[src/rtl/mem_pkg.sv]
// Shared defaults and controller state encoding for the synchronous-write RAM.
package mem_pkg;

  localparam int DATA_W_DEF = 8;
  localparam int ADDR_W_DEF = 2;

  typedef enum logic {
    ST_CLEAR = 1'b0,
    ST_IDLE  = 1'b1
  } state_e;

endpackage : mem_pkg

[src/rtl/ram_core.sv]
// Storage array with one synchronous write port and one registered read port.
module ram_core
  import mem_pkg::*;
#(
  parameter int DATA_W = DATA_W_DEF,
  parameter int ADDR_W = ADDR_W_DEF
) (
  input  logic              clk,
  input  logic              rst,
  input  logic              we,
  input  logic [ADDR_W-1:0] waddr,
  input  logic [DATA_W-1:0] wdata,
  input  logic [ADDR_W-1:0] raddr,
  output logic [DATA_W-1:0] rdata
);

  localparam int DEPTH = 1 << ADDR_W;

  logic [DATA_W-1:0] mem_q [DEPTH];
  logic [DATA_W-1:0] rdata_d;
  logic [DATA_W-1:0] rdata_q;

  always_comb rdata_d = mem_q[raddr];

  // NOTE: the array has no reset so it maps onto plain RAM; zeroing is done by the controller's clear sequence.
  always_ff @(posedge clk) begin
    if (we) begin
      mem_q[waddr] <= wdata;
    end
  end

  // NOTE: non-blocking updates mean a same-edge read of the written entry still sees the old word.
  always_ff @(posedge clk or posedge rst) begin
    if (rst) begin
      rdata_q <= '0;
    end else begin
      rdata_q <= rdata_d;
    end
  end

  assign rdata = rdata_q;

endmodule : ram_core

[src/rtl/ram_syncwrite.sv]
// RAM controller: self-clearing after reset or clr, explicit or burst-pointer writes,
// one-cycle-latency reads and a done pulse on burst pointer wrap.
module ram_syncwrite
  import mem_pkg::*;
#(
  parameter int DATA_W = DATA_W_DEF,
  parameter int ADDR_W = ADDR_W_DEF
) (
  input  logic              clk,
  input  logic              rst,
  input  logic              clr,
  input  logic              wr_valid,
  output logic              wr_ready,
  input  logic              wr_burst,
  input  logic [ADDR_W-1:0] wr_addr,
  input  logic [DATA_W-1:0] wr_data,
  input  logic [ADDR_W-1:0] rd_addr,
  output logic [DATA_W-1:0] dout,
  output logic              busy,
  output logic              done
);

  localparam logic [ADDR_W-1:0] LAST_IDX = '1;

  state_e            state_q, state_d;
  logic [ADDR_W-1:0] clr_cnt_q, clr_cnt_d;
  logic [ADDR_W-1:0] ptr_q, ptr_d;
  logic              done_q, done_d;

  logic              mem_we;
  logic [ADDR_W-1:0] mem_waddr;
  logic [DATA_W-1:0] mem_wdata;

  always_ff @(posedge clk or posedge rst) begin
    if (rst) begin
      state_q   <= ST_CLEAR;
      clr_cnt_q <= '0;
      ptr_q     <= '0;
      done_q    <= 1'b0;
    end else begin
      state_q   <= state_d;
      clr_cnt_q <= clr_cnt_d;
      ptr_q     <= ptr_d;
      done_q    <= done_d;
    end
  end

  always_comb begin
    // NOTE: every output of this block gets a default first so no path can infer a latch.
    state_d   = state_q;
    clr_cnt_d = clr_cnt_q;
    ptr_d     = ptr_q;
    done_d    = 1'b0;
    mem_we    = 1'b0;
    mem_waddr = '0;
    mem_wdata = '0;

    unique case (state_q)
      ST_CLEAR: begin
        mem_we    = 1'b1;
        mem_waddr = clr_cnt_q;
        if (clr) begin
          clr_cnt_d = '0;
        end else if (clr_cnt_q == LAST_IDX) begin
          clr_cnt_d = '0;
          state_d   = ST_IDLE;
        end else begin
          clr_cnt_d = clr_cnt_q + 1'b1;
        end
      end

      ST_IDLE: begin
        // A clear request wins over any write presented in the same cycle.
        if (clr) begin
          state_d   = ST_CLEAR;
          clr_cnt_d = '0;
          ptr_d     = '0;
        end else if (wr_valid) begin
          mem_we    = 1'b1;
          mem_wdata = wr_data;
          if (wr_burst) begin
            mem_waddr = ptr_q;
            ptr_d     = ptr_q + 1'b1;
            done_d    = (ptr_q == LAST_IDX);
          end else begin
            mem_waddr = wr_addr;
          end
        end
      end

      default: begin
        state_d = ST_CLEAR;
      end
    endcase
  end

  assign busy     = (state_q == ST_CLEAR);
  assign wr_ready = (state_q == ST_IDLE);
  assign done     = done_q;

  ram_core #(
    .DATA_W(DATA_W),
    .ADDR_W(ADDR_W)
  ) u_core (
    .clk  (clk),
    .rst  (rst),
    .we   (mem_we),
    .waddr(mem_waddr),
    .wdata(mem_wdata),
    .raddr(rd_addr),
    .rdata(dout)
  );

endmodule : ram_syncwrite

[config.mk]
export PLATFORM = sky130hd
export DESIGN_NAME = ram_syncwrite
export DESIGN_NICKNAME = d
export VERILOG_FILES = /design/src/rtl/mem_pkg.sv /design/src/rtl/ram_core.sv /design/src/rtl/ram_syncwrite.sv
export SDC_FILE = /design/constraint.sdc
export NUM_CORES = 1
export LEC_CHECK = 0
export ABC_AREA = 1
export ABC_CLOCK_PERIOD_IN_PS = 1740
export BUFFER_PORTS_ARGS = -buffer_cell sky130_fd_sc_hd__buf_2
export CORE_MARGIN = 3
export CORE_UTILIZATION = 50
export DETAILED_ROUTE_END_ITERATION = 7
export HOLD_SLACK_MARGIN = 0.05
export PLACE_DENSITY = 0.7
export REMOVE_ABC_BUFFERS = 1
export SYNTH_ARGS = -nofsm -noshare
export SYNTH_HDL_FRONTEND = slang
export SYNTH_SLANG_ARGS = --single-unit
[constraint.sdc]
create_clock -name clk -period 1.74 [get_ports clk]
set_clock_uncertainty 0.2 [all_clocks]
set_input_delay 0.087 -clock clk [delete_from_list [all_inputs] [get_ports clk]]
set_output_delay 0.087 -clock clk [all_outputs]
set_load 0.02 [all_outputs]
After elaboration in Yosys (flattened, before gate mapping)
Memories as Yosys holds them, arrays and structs flattened. A register that Yosys moved wholly into a read port is not among the register bits. Index checks and enable logic that the tools add are counted.

$lt $le $gt $ge: 0. Bitwise logic cells: 1. Shift operators: 0. Multiply operators: 0. $add $sub $neg: 2. Equality and inequality tests: 3. Reduce and logical (&&, ||, !) cells: 3. Multiplexer cells: 27. Div/mod/pow operators: 0.

Operators with widths (number): $mux 8 (3); $mux 2 (9); $mux 1 (11); $pmux 2 s2 (2); $add 2x1->2 const B (2); $eq 2x2->1 const B (2); $pmux 1 s2 (2); $reduce_bool 2->1 (2); $reduce_and 3->1 (1); $ne 2x2->1 const B (1); $not 1->1 (1).

Memory bits (read-only): 0. RAM bits: 32. Bits in latches: 0. Flip-flop bits (word level): 6. Memories: 1. Input bits: 17.

Memory list: u_core.mem_q (words 4, bits a word 8, read ports 1, clocked after memory_dff 1, wr ports 1, line ram_core.sv:19) `logic [DATA_W-1:0] mem_q [DEPTH];`.

Longest topological paths before layout
Gate-level depths: netlist of the first run.

Word-level depth: 5. Gate-level depth with buffers: 7. Mapped depth without buffers: 7.

Cells and area by module
Synthesis of the first run repeated with hierarchy kept, for this count alone.

Cell total of the unflattened synthesis: 207. Area, all modules: 2005.7 sq um.

Modules (own cells, without submodules): ram_core (instances 1, sequential area each 1161.1 sq um, cells each 142, area an instance 1591.5 sq um); ram_syncwrite (instances 1, sequential area each 150.1 sq um, cells each 65, area an instance 414.1 sq um).

Least setup slack after synthesis of the first run
OpenSTA, ideal clock, no wires.

Path kind: register to register. From: reg state_q (netlist: wr_ready). To: mem u_core.mem_q[0][0] (netlist name), enable pin. Buffers on the path: 0. Required time: 1.170 ns. Arrival time: 1.307 ns. Stages on the path, launching flop included: 6. Setup slack: -0.138 ns. Cells stage by stage: dfrtp_1 inv_2 nor2_8 nand2_2 nand3_1 nor2_1.

Cells in the longest elaborated chain, start to end: 4. Elaborated cells on any way between the ends: 5.

Ends and longest elaborated chain: start, declared (line ram_syncwrite.sv:25) `state_e state_q, state_d;`; start signal, assigned (line ram_syncwrite.sv:41) `state_q <= state_d;`; $not 1->1 (*); net busy (line ram_syncwrite.sv:19) `output logic busy,`; $pmux 1 s2 (line ram_syncwrite.sv:58) `unique case (state_q)`; $mux 1 (line ram_core.sv:27) `if (we) begin`; $mux 1 (not written as such) (line ram_core.sv:28) `mem_q[waddr] <= wdata;`; end, declared (line ram_core.sv:19).

The timed path passes the listed nets; every way through them passes the cells marked *.

Worst setup path in the final report of the first run
From: in clr. To: mem u_core.mem_q[2][3] (netlist name), enable pin.

Cells in the longest elaborated chain, start to end: 4. Elaborated cells on any way between the ends: 6.

Ends and longest elaborated chain: start, declared (line ram_syncwrite.sv:11) `input logic clr,`; $mux 1 (line ram_syncwrite.sv:74) `if (clr) begin`; $pmux 1 s2 (line ram_syncwrite.sv:58); $mux 1 (line ram_core.sv:27); $mux 1 (not written as such) (line ram_core.sv:28).

Parallel ways exist; a longest one is shown, timed or not.

==> results of run 1 <==
-- worst paths after layout --
path | cells past startpoint | to | slack (ps) | startpoint
max | 10 | u_core.mem_q[2][3] | 70 | clr
min | 3 | u_core.rdata[1] | 50 | rd_addr[0]
max reg2reg | 7 | u_core.mem_q[2][3] | 120 | wr_ready
min reg2reg | 1 | clr_cnt_q[0] | 320 | clr_cnt_q[0]
max in group asynchronous | 3 | wr_ready | 760 | rst
min in group asynchronous | 3 | u_core.rdata[5] | 190 | rst
-- per-layer routing --
metal  wire [µm]  global-route usage  part of all wire  vias to the layer above
li1            -                   -                 -                      616
met1        1540               0.231              0.44                      608
met2        1770               0.308              0.51                       33
met3         148              0.0354             0.042                        5
met4          49              0.0761             0.014                        0
met5           0                   0                 0                        -
-- worst max-delay path, cell delays in order --
cell and delay (ps):
dlygate4sd3_1 530, buf_2 130, inv_2 80, nand2_4 70, nor2_8 110, nand2_2 70
nand2_4 90, inv_2 40, nor2_2 90, buf_6 170
-- cells by family (layout without fill, tap and decap cells) --
family | after synthesis | in the layout | synth area share
AO/OA/AOI/OAI | 30 | 30 | 0.0868
adder cells (fa/ha/maj) | 2 | 2 | 0.0136
buffers and inverters | 22 | 72 | 0.0529
flip-flops | 46 | 46 | 0.711
AND/OR/NAND/NOR | 53 | 53 | 0.136
-- final cells by class --
type | instances | area [µm²]
timing repair buffer | 44 | 318
clock inverter | 2 | 37.5
clock buffer | 6 | 72.6
tap | 46 | 57.6
multi-input combinational | 85 | 442
fill | 260 | 1130
sequential | 46 | 1310
inverter | 20 | 75.1
-- sequential cells by signal (all words and copies together), names as in the netlist --
name and cells:
ptr_q 2, u_core.mem_q 32, u_core.rdata 8, wr_ready 1
done 1, clr_cnt_q 2
-- through the flow --
step	std cells	area, µm²
2_1_floorplan	151	1820
3_3_place_gp	228	2060
3_5_place_dp	228	2060
4_1_cts	249	2300
5_1_grt	249	2310
6_report	249	2310
-- report_power, final --
| part | leakage [nW] | internal (mW) | switching [mW] |
|---|---|---|---|
| Sequential | 0.490 | 1.35 | 0.0563 |
| Combinational | 0.475 | 0.166 | 0.269 |
| Clock | 0.0514 | 0.428 | 0.342 |
| Total | 1.02 | 1.94 | 0.668 |
-- placed cells by master (no fill, tap or decap), types with 2 or more instances in the layout --
cell type and n:
buf_2 26, o22ai_1 8, nand3_1 3, o21ai_0 18
ha_1 2, edfxtp_1 32, nand2_4 3, dlygate4sd3_1 13
inv_2 6, o21ai_1 2, clkbuf_8 5, nand2_1 12
dfrtp_1 14, a21oi_1 2, buf_6 2, nand2_2 2
nor2_1 30, inv_1 14
-- repair_timing --
item | CTS | global route
resized for setup | 0 | 4
hold buffers | 13 | 0
setup endpoints to repair | 0 | 15
hold endpoints to repair | 60 | 0
==> impl_metrics.py, run 1 <==
metrics = {
    "run_status": {
        "status": "finished clean",
    },
    "floorplanning": {
        "core.rowCount": 21,
        "coreArea_um2": 3440,
        "io_pins": 28,
        "die_area_um2": 4460,
        "start_util": 0.536,
        "dieWidth_um": 66.8,
        "die_h_um": 66.8,
    },
    "worst_setup_path": {
        "start_kind": "primary input",
        "required_ps": 1540,
        "end_kind": "flip-flop",
        "cp.arrival_ps": 1470,
        "critPathKind": "in -> reg",
        "crit_fanout": 8,
    },
    "grt": {
        "grt_pass1_wl_um": 5800,
        "overflow": 0,
        "grt_max_degree": 18,
        "first_global_vias": 1253,
        "grtUsageTotal": 0.183,
        "antenna_found_initial": 0,
    },
    "detailed_routing": {
        "via_per_inst": 5.07,
        "dr.pass1.iters": 5,
        "drtIter0Drc": 101,
        "via_count": 1262,
        "drtAntennaViolNets": 0,
        "wl_per_cell_um": 14.1,
        "drc": 0,
        "wl_um": 3510,
    },
    "clock_tree": {
        "clk_latency_ps": 290,
        "clockRootBuffer": "clkbuf_8",
        "htree_num_levels": 2,
        "tritoncts": "done",
        "clock_path_buffers": 2,
        "postCtsSetupBuffers": 0,
        "cts.clk_slew.worst_paths_ps": 90,
        "numCtsBuffers": 5,
        "clock_sinks": 46,
    },
    "job": {
        "cap_violations": 0,
    },
    "logic_synthesis": {
        "synth_common_cells": "edfxtp_1 (32), nor2_1 (30), o21ai_0 (18), dfrtp_1 (14), inv_1 (14)",
        "post-synth-top-area-cell": "edfxtp_1",
        "async_flop_share": 0.304,
        "ys_ff_latch": 46,
        "ys_types": 17,
        "synthFlopType": "edfxtp_1",
        "synth_edf_count": 32,
        "synth.avg_cell_area_um2": 12.1,
        "synthTopCellsByArea": "edfxtp_1 (52%), dfrtp_1 (19%), nor2_1 (6.1%), o21ai_0 (4.9%), inv_1 (2.8%)",
        "synthCells": 153,
        "ys_seq_area_frac": 0.711,
        "synth_top_area_share": 0.521,
        "synth_area_um2": 1850,
        "ys.warnings.count": 0,
        "synthMostInstantiatedCell": "edfxtp_1",
    },
    "layout": {
        "layout.nets": 221,
        "final_layout_size_suffix_gt1_frac": 0.256,
        "syn2layout_area_growth_pct": 25.4,
        "finish.utilization": 0.672,
        "n_antenna_cell": 0,
    },
    "timing": {
        "fin_crit_sh": 0.957,
        "worst-slew-pin-transition_ps": 594,
        "slew_viol_final": 0,
        "setup_ws_ps": 74.6,
        "tns_ps": 0,
        "relSlewSlack": 0.603,
        "min_period_ps": 1670,
        "timing.fmax_mhz": 600,
        "finalSetupViolations": 0,
        "whs_ps": 52.5,
        "finalHoldViolations": 0,
    },
    "pwr": {
        "peakVddDrop_v": 0.000468,
        "power_density_nw_per_um2": 1130,
        "power_mw": 2.61,
        "p_leak_nw": 1.02,
    },
    "placement": {
        "routabilityCongestion": 0.747,
        "dp_slack_ps": 99.3,
        "dpl.hpwl_um": 2350,
        "numPortBuffers": 27,
    },
    "worst_hold_path": {
        "hold_path_class": "in -> reg",
    },
}
No activity file was read; power rests on OpenSTA's default activity.
==> inputs of run 2 (changes only) <==
BUFFER_PORTS_ARGS = default   (was -buffer_cell sky130_fd_sc_hd__buf_2)
CAP_MARGIN = 20   (was default)
CORE_UTILIZATION = 55   (was 50)
DONT_BUFFER_PORTS = 1   (was default)
MAX_ROUTING_LAYER = met4   (was default)
PLACE_DENSITY = 0.69   (was 0.7)
==> run 2 against run 1 <==
Sequential share of layout area grew 4.3 points. Utilization up 1.5 points. Clock-buffer cell count unchanged. Via count is 7.6% lower. Die area shrank 8.3%. Fmax is 0.25% higher. Wire length down 1.1%. Register-to-register slack got worse by 40 ps.
==> impl_metrics.py, run 2 (synthesis results as in run 1) <==
metrics = {
    "worst_hold_path": {
        "hold_path_class": "in -> reg",
        "holdPathStages": 6,
        "hp-start": "wr_addr[1]",
        "holdPathEnd": "u_core.mem_q[1][3]",
    },
    "floorplanning": {
        "die_h_um": 63.9,
        "core.rowCount": 20,
        "start_util": 0.590,
        "coreArea_um2": 3130,
        "die_area_um2": 4090,
        "dieWidth_um": 63.9,
        "io_pins": 28,
    },
    "detailed_routing": {
        "drtAntennaViolNets": 0,
        "dr.pass1.iters": 4,
        "via_per_inst": 5.18,
        "wl_um": 3470,
        "drtIter0Drc": 46,
        "wl_per_cell_um": 15.4,
        "drc": 0,
        "via_count": 1166,
    },
    "layout": {
        "largest_reg_flops": 32,
        "layout.nets": 199,
        "fin_area_um2": 2150,
        "finalNonFillerCells": 225,
        "syn2layout_area_growth_pct": 16.5,
        "n_antenna_cell": 0,
        "layout_common_cells": "edfxtp_1 (32), nor2_1 (30), o21ai_0 (18)",
        "finish.utilization": 0.687,
        "layout_commonest_cell": "edfxtp_1",
        "regMostFlops": "u_core.mem_q",
        "final_layout_size_suffix_gt1_frac": 0.149,
    },
    "grt": {
        "grt_util_met2": 0.306,
        "grt.busiest_layer": "met2",
        "grt_pass1_wl_um": 5620,
        "overflow": 0,
        "first_global_vias": 1114,
        "antenna_found_initial": 0,
        "global_route.usage.met3": 0.0598,
        "use_met1": 0.241,
        "grtUsageTotal": 0.197,
        "grt_max_degree": 17,
    },
    "timing": {
        "setup_ws_ps": 78.8,
        "slew_viol_final": 0,
        "rsz0062_at_grt": "false",
        "finalHoldViolations": 0,
        "timing.fmax_mhz": 602,
        "fin_crit_sh": 0.955,
        "worst-slew-pin-transition_ps": 681,
        "relSlewSlack": 0.545,
        "min_period_ps": 1660,
        "finalSetupViolations": 0,
    },
    "pwr": {
        "power.internal_mw": 1.67,
        "p_comb_frac": 0.149,
        "p_sw_uw": 642,
        "swShare": 0.278,
        "power_density_nw_per_um2": 1080,
        "p_leak_nw": 0.906,
        "power.share.sequential": 0.624,
        "peakVddDrop_v": 0.000604,
        "clock_power_share": 0.227,
        "power_mw": 2.31,
    },
    "worst_setup_path": {
        "crit_fanout": 9,
        "r2r_slack_ps": 80,
        "cp.arrival_ps": 1720,
        "start_kind": "flip-flop",
        "required_ps": 1800,
        "end_kind": "flip-flop",
        "critPathKind": "reg -> reg",
        "ff2ff_path_depth": 5,
        "r2r-start": "wr_ready",
        "regToRegEndpoint": "done",
    },
    "placement": {
        "dp_slack_ps": 178,
        "place_area_um2": 1920,
        "numPortBuffers": 0,
        "routabilityCongestion": 0.737,
        "dpl.hpwl_um": 2120,
        "dp.cells": 200,
    },
    "clock_tree": {
        "clockRootBuffer": "clkbuf_4",
        "htree_num_levels": 2,
        "clock_sinks": 46,
        "clock_path_buffers": 2,
        "cts.clk_slew.worst_paths_ps": 130,
        "numCtsBuffers": 5,
        "cts-resized-gates": 0,
        "tritoncts": "done",
        "clk_latency_ps": 360,
    },
    "run_status": {
        "status": "finished clean",
    },
    "job": {
        "cap_violations": 0,
    },
}
==> run 2: changes by cell type in the layout (fill, tap and decap cells not counted), moves of 2 or more <==
| cell | before | now |
|---|---|---|
| buf_6 | 2 | 0 |
| clkbuf_8 | 5 | 1 |
| buf_4 | 1 | 5 |
| buf_2 | 26 | 0 |
| dlygate4sd3_1 | 13 | 17 |
| clkbuf_4 | 1 | 5 |
==> run 2: what timing repair did <==
item,4_1_cts,5_1_grt
hold buffers,17,0
setup buffers,0,0
hold endpoints to repair,60,0
endpoints found under the setup margin,0,0
==> run 2: how the worst max path moves through the flow <==
| stage | from | to | slack [ps] | cells after the start |
|---|---|---|---|---|
| global placement | wr_ready | u_core.mem_q[3][5] | 220 | 6 |
| global route | wr_ready | done | 40 | 5 |
| floorplan | wr_ready | u_core.mem_q[0][0] | -140 | 5 |
| detailed placement | wr_ready | u_core.mem_q[3][4] | 180 | 6 |
| finish | wr_ready | done | 80 | 5 |
| CTS | wr_ready | done | 70 | 5 |
==> run 2: final cells by class <==
cell class                 instances  area (µm²)
sequential                        46        1310
multi-input combinational         85         437
clock inverter                     2        12.5
clock buffer                       6        51.3
tap                               44        55.1
timing repair buffer              22         208
inverter                          20        75.1
fill                             236         978
==> run 2: through the flow <==
stage          TNS, ps  hold WS [ps]
3_3_place_gp         0          -139
5_1_grt              0           157
3_5_place_dp         0          -133
2_1_floorplan    -1880          -224
6_report             0           144
4_1_cts              0           127
==> run 2: metal layers <==
layer  share of wire  up-vias
li1                -      570
met1            0.42      550
met2            0.51       37
met3           0.051        9
met4           0.019        0
met5               0        -
==> run 2: worst max-delay path, cell delays in order (launching register included) <==
cell,delay [ps]
dfrtp_1,400
inv_2,120
nor2_8,60
inv_2,170
nor2_1,50
dlygate4sd3_1,540
==> run 2: power by group through the flow <==
stage          Clock (mW)  Combinational, mW  Sequential [mW]
4_1_cts             0.537              0.343             1.44
2_1_floorplan           0              0.206             1.45
5_1_grt             0.590              0.386             1.46
3_5_place_dp            0              0.304             1.47
3_3_place_gp            0              0.293             1.46
6_report            0.525              0.345             1.44
